[src/rtl/ps2_data_in_rx.sv]
// ps2_data_in_rx: device-to-host PS/2 receiver.
// Deserialises 11-bit frames (start, 8 data LSB first, odd parity, stop) from
// the open-drain ps2_clk/ps2_data lines and emits one 1-cycle strobe per frame:
// a good byte, a parity error, a framing error, or an edge timeout.
// Optional feature macro: PS2_RX_GLITCH_FILTER_EN. When it is defined, ps2_clk
// must hold a new level for FILTER_CYCLES cycles before that level is accepted.
module ps2_data_in_rx #(
   parameter int TIMEOUT_CYCLES = 50000,
   parameter int FILTER_CYCLES  = 8
) (
   input  logic       clk,
   input  logic       reset,
   input  logic       ps2_clk,
   input  logic       ps2_data,
   input  logic       rx_enable,
   output logic [7:0] received_data,
   output logic       received_data_en,
   output logic       parity_error,
   output logic       framing_error,
   output logic       timeout_error,
   output logic [3:0] debug
);

   typedef enum logic [1:0] {IDLE = 2'd0, DATA = 2'd1, PARITY = 2'd2, STOP = 2'd3} state_t;

   localparam logic [15:0] TO_LAST = 16'(TIMEOUT_CYCLES - 1);

   state_t      state, state_nx;
   logic        clk_s1, clk_s2, data_s1, data_s2;
   logic        clk_flt, clk_flt_q, fall;
   logic [2:0]  bit_cnt;
   logic [7:0]  shreg;
   logic        par_q;
   logic [15:0] to_cnt;
   logic        to_hit;
   logic        good_c, perr_c, ferr_c, terr_c;

   // Two-flop synchronisers for both asynchronous lines. They clear to 0 so
   // that a line already low when reset releases cannot look like a falling edge.
   always_ff @(posedge clk) begin
      if (!reset) begin
         clk_s1  <= 1'b0;
         clk_s2  <= 1'b0;
         data_s1 <= 1'b0;
         data_s2 <= 1'b0;
      end else begin
         clk_s1  <= ps2_clk;
         clk_s2  <= clk_s1;
         data_s1 <= ps2_data;
         data_s2 <= data_s1;
      end
   end

`ifdef PS2_RX_GLITCH_FILTER_EN
   localparam int FW = (FILTER_CYCLES > 1) ? $clog2(FILTER_CYCLES) : 1;
   logic [FW-1:0] flt_cnt;

   // Glitch filter: the accepted clock level follows the line only after
   // FILTER_CYCLES consecutive cycles at the new level.
   always_ff @(posedge clk) begin
      if (!reset) begin
         clk_flt <= 1'b0;
         flt_cnt <= '0;
      end else if (clk_s2 == clk_flt) begin
         flt_cnt <= '0;
      end else if (flt_cnt == FW'(FILTER_CYCLES - 1)) begin
         clk_flt <= clk_s2;
         flt_cnt <= '0;
      end else begin
         flt_cnt <= flt_cnt + FW'(1);
      end
   end
`else
   logic unused_filter;
   assign clk_flt       = clk_s2;
   assign unused_filter = (FILTER_CYCLES != 0);
`endif

   // Previous filtered clock level, used for falling-edge detection.
   always_ff @(posedge clk) begin
      if (!reset) clk_flt_q <= 1'b0;
      else        clk_flt_q <= clk_flt;
   end

   assign fall   = clk_flt_q & ~clk_flt;
   assign to_hit = (to_cnt == TO_LAST);

   // State register.
   always_ff @(posedge clk) begin
      if (!reset) state <= IDLE;
      else        state <= state_nx;
   end

   // Next-state logic; disabling receive abandons any frame immediately.
   always_comb begin
      state_nx = state;
      if (!rx_enable) begin
         state_nx = IDLE;
      end else begin
         case (state)
            IDLE:    if (fall && !data_s2)                 state_nx = DATA;
            DATA:    if (fall && bit_cnt == 3'd7)          state_nx = PARITY;
                     else if (!fall && to_hit)             state_nx = IDLE;
            PARITY:  if (fall)                             state_nx = STOP;
                     else if (to_hit)                      state_nx = IDLE;
            STOP:    if (fall || to_hit)                   state_nx = IDLE;
            default:                                       state_nx = IDLE;
         endcase
      end
   end

   // Frame outcome decode; framing error has priority over parity error.
   always_comb begin
      good_c = 1'b0;
      perr_c = 1'b0;
      ferr_c = 1'b0;
      terr_c = 1'b0;
      if (rx_enable) begin
         if (state != IDLE && !fall && to_hit) begin
            terr_c = 1'b1;
         end else if (state == STOP && fall) begin
            if (!data_s2)                 ferr_c = 1'b1;
            else if (!(^{shreg, par_q}))  perr_c = 1'b1;
            else                          good_c = 1'b1;
         end
      end
   end

   // Shift register, bit counter, parity capture and inter-edge timeout.
   always_ff @(posedge clk) begin
      if (!reset) begin
         bit_cnt <= 3'd0;
         shreg   <= 8'd0;
         par_q   <= 1'b0;
         to_cnt  <= 16'd0;
      end else begin
         if (state == IDLE || fall) to_cnt <= 16'd0;
         else                       to_cnt <= to_cnt + 16'd1;
         if (fall) begin
            case (state)
               IDLE:    bit_cnt <= 3'd0;
               DATA: begin
                  shreg   <= {data_s2, shreg[7:1]};
                  bit_cnt <= bit_cnt + 3'd1;
               end
               PARITY:  par_q <= data_s2;
               default: ;
            endcase
         end
      end
   end

   // Registered strobes: each appears the cycle after the deciding edge.
   always_ff @(posedge clk) begin
      if (!reset) begin
         received_data    <= 8'd0;
         received_data_en <= 1'b0;
         parity_error     <= 1'b0;
         framing_error    <= 1'b0;
         timeout_error    <= 1'b0;
      end else begin
         received_data_en <= good_c;
         parity_error     <= perr_c;
         framing_error    <= ferr_c;
         timeout_error    <= terr_c;
         if (good_c) received_data <= shreg;
      end
   end

   assign debug = {2'b00, state};

endmodule

[config.mk]
export PLATFORM = sky130hd
export DESIGN_NAME = ps2_data_in_rx
export DESIGN_NICKNAME = d
export VERILOG_FILES = /design/src/rtl/ps2_data_in_rx.sv
export SDC_FILE = /design/constraint.sdc
export NUM_CORES = 1
export LEC_CHECK = 0
export CAP_MARGIN = 20
export CORE_ASPECT_RATIO = 0.6
export CORE_MARGIN = 2
export CORE_UTILIZATION = 35
export DETAILED_ROUTE_END_ITERATION = 7
export PLACE_DENSITY_LB_ADDON = 0.15
export SYNTH_ARGS = -nofsm -noshare
export SYNTH_HDL_FRONTEND = slang
export SYNTH_SLANG_ARGS = --single-unit
[constraint.sdc]
create_clock -name clk -period 1.4 [get_ports clk]
set_input_delay 0.28 -clock clk [delete_from_list [all_inputs] [get_ports clk]]
set_output_delay 0.28 -clock clk [all_outputs]
set_load 0.01 [all_outputs]
Yosys cells after proc, flatten, opt, wreduce, memory -nomap -nowiden
Cells that the tools add are included.
- memories: 0
- ROM bits: 0
- output and inout port bits: 16
- latch bits: 0
- memory bits (writable): 0
- register bits after elaboration: 47
- bitwise operators: 6
- add/subtract/negate cells: 2
- equality and inequality tests: 9
- order comparisons: 0
- shifts and indexed selects: 0
- mux-type cells: 16
- div/mod/pow operators: 0
- reduce and logical (&&, ||, !) cells: 22
- multiply operators: 0
- operators by type and width (operator ; count):
    16-bit by 1-bit adder with 16-bit output (second input constant) ; 1
    16-bit equality test (second input constant) ; 1
    2-bit 2-to-1 mux ; 6
    9-bit parity ; 1
    1-bit 2-to-1 mux ; 8
    2-bit one-hot mux with 4 select lines ; 1
    2-bit AND reduction ; 4
    1-bit logical AND ; 6
    3-bit != test (second input constant) ; 2
    3-bit one-hot mux with 2 select lines ; 1
    1-bit NOT ; 5
    5-bit OR reduction ; 1
    2-bit equality test (second input constant) ; 2
    2-bit != test (second input constant) ; 2
    4-bit AND reduction ; 1
    2-bit nonzero test ; 2
    4-bit OR reduction ; 1
    3-bit by 1-bit adder with 3-bit output (second input constant) ; 1
    3-bit equality test (second input constant) ; 1
    2-bit by 1-bit equality test with 1-bit output (second input constant) ; 1
    1-bit zero test ; 2
    2-bit zero test ; 1
    1-bit logical OR ; 2
    2-bit OR reduction ; 1
    1-bit AND ; 1

Longest topological paths before layout
- word-level depth: 7
- mapped depth: 6
- mapped depth without buffers: 6

Least setup slack after synthesis
No wires, ideal clock.
- kind: reg2reg
- from: reg shreg[1]
- to: reg received_data[1]
- setup slack: -0.093 ns
- arrival time: 1.422 ns
- clock period less this slack: 1.493 ns
- setup time: 0.072 ns
- path buffers: 0
- cell stages (with the launch flop): 6
- path through: dfxtp_1 > xnor2_1 > xnor2_1 > xor3_2 > nand2_2 > a2bb2oi_1
- cells in the longest elaborated chain, start to end: 6
- RTL lines (element ; line ; RTL):
    from (decl) ; 32 ; logic [7:0] shreg;
    from (signal assigned) ; 143 ; shreg <= {data_s2, shreg[7:1]};
    9-bit parity ; 123 ; else if (!(^{shreg, par_q})) perr_c = 1'b1;
    1-bit 2-to-1 mux ; 123 ;
    1-bit 2-to-1 mux ; 122 ; if (!data_s2) ferr_c = 1'b1;
    1-bit 2-to-1 mux ; 121 ; end else if (state == STOP && fall) begin
    1-bit 2-to-1 mux ; 119 ; if (state != IDLE && !fall && to_hit) begin
    1-bit 2-to-1 mux ; 118 ; if (rx_enable) begin
    to (signal assigned) ; 166 ; if (good_c) received_data <= shreg;
    to (decl) ; 16 ; output logic [7:0] received_data,
Parallel ways exist; a longest one is shown, timed or not.
A chain may end at the register's enable or synchronous reset.

Final worst setup path
- from: reg par_q
- to: reg received_data[2]
- cells in the longest elaborated chain, start to end: 6
- RTL lines (element ; line ; RTL):
    from (decl) ; 33 ; logic par_q;
    from (signal assigned) ; 146 ; PARITY: par_q <= data_s2;
    9-bit parity ; 123 ;
    1-bit 2-to-1 mux ; 123 ;
    1-bit 2-to-1 mux ; 122 ;
    1-bit 2-to-1 mux ; 121 ;
    1-bit 2-to-1 mux ; 119 ;
    1-bit 2-to-1 mux ; 118 ;
No other way between the ends.

==> flow_metrics.tcl <==
set metrics [dict create \
    grt_max_degree 17 \
    rsz0062_at_grt "true" \
    cts_buffers 5 \
    hold_slack_ns 0.438 \
    r2r_end "received_data[2]" \
    clock_latency_ns 0.29 \
    grt_overflow_total 0 \
    ioPinCount 21 \
    ys_warn_count 0 \
    synth_area_leader_cell "dfxtp_1" \
    postRouteAntennaNets 0 \
    synth_area_leaders "dfxtp_1 49%, nand2_1 7.6%, xnor2_1 7.3%" \
    cts-htree-levels 2 \
    synthArstFlopShare_pct 0 \
    finalSetupViolCount 9 \
    grt_pass1_wl_mm 6.80 \
    cts_buffer_depth 2 \
    worstRegToRegCells 5 \
    grt_pass1_vias 1342 \
    clock_tree.root_cell "clkbuf_8" \
    initial_utilization_pct 37.2 \
    dpl_worst_slack_ns -0.220 \
    rows 20 \
    antenna_cells 0 \
    synth.most_common_cell "dfxtp_1" \
    clkTransAtPathRegs_ns 0.08 \
    drive_above_1_share_pct 33.2 \
    crit_type "reg -> reg" \
    die_height_um 61.5 \
    die_area_um2 6140 \
    synth-edff-count 0 \
    ys_ff_latch 47 \
    pwr_density_cell_nw_per_um2 786 \
    start_kind "flop" \
    wirelength_mm 4.40 \
    syn-cell-area_um2 1930 \
    placed_cells 330 \
    fmax_mhz 668 \
    portBuffers 18 \
    hold_viol 0 \
    slew_viol_final 0 \
    hold_path_depth 1 \
    end_kind "flop" \
    instances_no_fill 340 \
    period_share_pct 107 \
    hold_path_class "reg -> reg" \
    finalCriticalPeriod_ns 1.50 \
    die_w_um 99.9 \
    cap_violations 0 \
    vias 1566 \
    drt_first_pass_iters 4 \
    worstPathArrival_ns 1.72 \
    hold_path.startpoint "clk_s1" \
    hold_end "clk_flt" \
    core_um2 5180 \
    synth_cell_types 32 \
    ys_seq_area_share_pct 48.8 \
    ir_drop_uv 333 \
    cts.sinks 47 \
    synth_cells 216 \
    rrSetupSlack_ns -0.1 \
    outcome "finished with violations" \
    antenna_found_initial 0 \
    leakage_nw 1.11 \
    ys_top_cells_by_count "47 x dfxtp_1, 39 x nand2_1, 26 x nor2_1, 16 x xnor2_1, 11 x nand3_1" \
    cts_tree "yes" \
    synth_top_area_share_pct 48.8 \
    drc_errors 0 \
    cp_max_fo 7 \
    gp_congestion 0.767 \
    r2r-start "par_q" \
    drtIter0Drc 64 \
    hpwlAfterDp_mm 3.15 \
    syn_to_final_growth_pct 42.5 \
    grt_usage_pct 14.7 \
    drt-vias-per-instance 4.61 \
    finClkSkew_ns 0.00357 \
    synth_ff_type "dfxtp_1" \
    wl_per_cell_um 12.9 \
    setup_slack_ns -0.0979 \
    worstPathRequired_ns 1.62 \
    avgSynthCellArea_um2 8.93 \
    final_nets 283 \
    violations "negative setup slack" \
]
-- critical path: stages, from the launching register on --
cell	delay [ns]
dfxtp_2	0.34
xnor2_2	0.15
xnor2_2	0.20
xor3_2	0.43
nand2_4	0.14
a2bb2oi_1	0.16
-- per-stage QoR --
step / utilization [%] / setup TNS [ns] / instance area, µm² / power, mW
after floorplan: - / -0.0928 / 1970 / 1.42
after global placement: 48.0 / -3.57 / 2490 / 1.46
after detailed placement: 48.0 / -4.08 / 2490 / 1.46
after CTS: 50.0 / -0.689 / 2590 / 2.20
after global routing: 53.1 / -1.43 / 2750 / 2.26
final: 53.1 / -0.575 / 2750 / 2.16
-- report_power, final --
group	total, mW	internal (mW)	switching (mW)
Combinational	0.0751	0.0362	0.0389
Clock	0.739	0.333	0.406
Sequential	1.35	1.34	0.00522
-- routing by layer --
metal / global-route usage (%) / part of all wire [%] / vias up
met1: 25.2 / 61 / 701
li1: - / - / 837
met3: 3.86 / 3.1 / 5
met5: 0 / 0 / -
met4: 4.11 / 0.77 / 0
met2: 16.4 / 36 / 23
-- placed cells by master (no fill, tap or decap), types with 4 or more instances in the layout --
cell type	instances
dfxtp_1	33
dfxtp_2	12
a2bb2oi_1	5
clkdlybuf4s50_1	4
xor2_1	5
a21boi_0	8
xnor2_2	6
and2_1	7
nand3_1	8
xnor2_1	10
dlygate4sd2_1	14
buf_4	38
nor2_1	24
a21oi_1	4
clkbuf_8	5
nand2_1	37
-- state kept, by name, summed over array words and instances, names as in the netlist --
name and count:
clk_s1 1, bit_cnt 3, timeout_error 1, par_q 1, received_data 8, state 2, data_s1 1, received_data_en 1
framing_error 1, parity_error 1, clk_flt 1, to_cnt 16, data_s2 1, shreg 8, clk_flt_q 1
-- layout make-up --
class / count / area, µm²
fill: 498 / 2430
multi-input combinational: 159 / 1140
sequential: 47 / 963
timing repair buffer: 58 / 479
tap: 66 / 82.6
clock buffer: 6 / 72.6
inverter: 4 / 15.0
-- worst max-delay path by stage --
stage	to	slack (ns)	startpoint
3_3_place_gp	received_data[2]	-0.17	reset
5_1_grt	received_data[1]	-0.16	shreg[4]
6_report	received_data[2]	-0.1	par_q
3_5_place_dp	received_data[6]	-0.22	reset
4_1_cts	received_data[6]	-0.1	par_q
2_1_floorplan	to_cnt[14]	-0.03	to_cnt[0]
-- cells by family (layout without fill, tap and decap cells) --
kind of cell / count (synthesis) / in the layout / share of synthesized area (%)
muxes: 1 / 1 / 0.519
AOI/OAI and AO/OA: 26 / 26 / 9.53
DFF: 47 / 47 / 48.8
and+or+nand+nor: 105 / 105 / 25.7
other: 1 / 2 / 0.194
buffers and inverters: 11 / 68 / 2.53
adders and majority gates: 3 / 3 / 1.95
xor gates and xnor gates: 22 / 22 / 10.8
-- repair_timing --
action                                  CTS  global route
pin swaps                                14             8
hold buffers                              0             0
resized for setup                        27            31
endpoints found under the setup margin   30            33
setup buffers                             1             4
No activity file was read; power rests on OpenSTA's default activity.
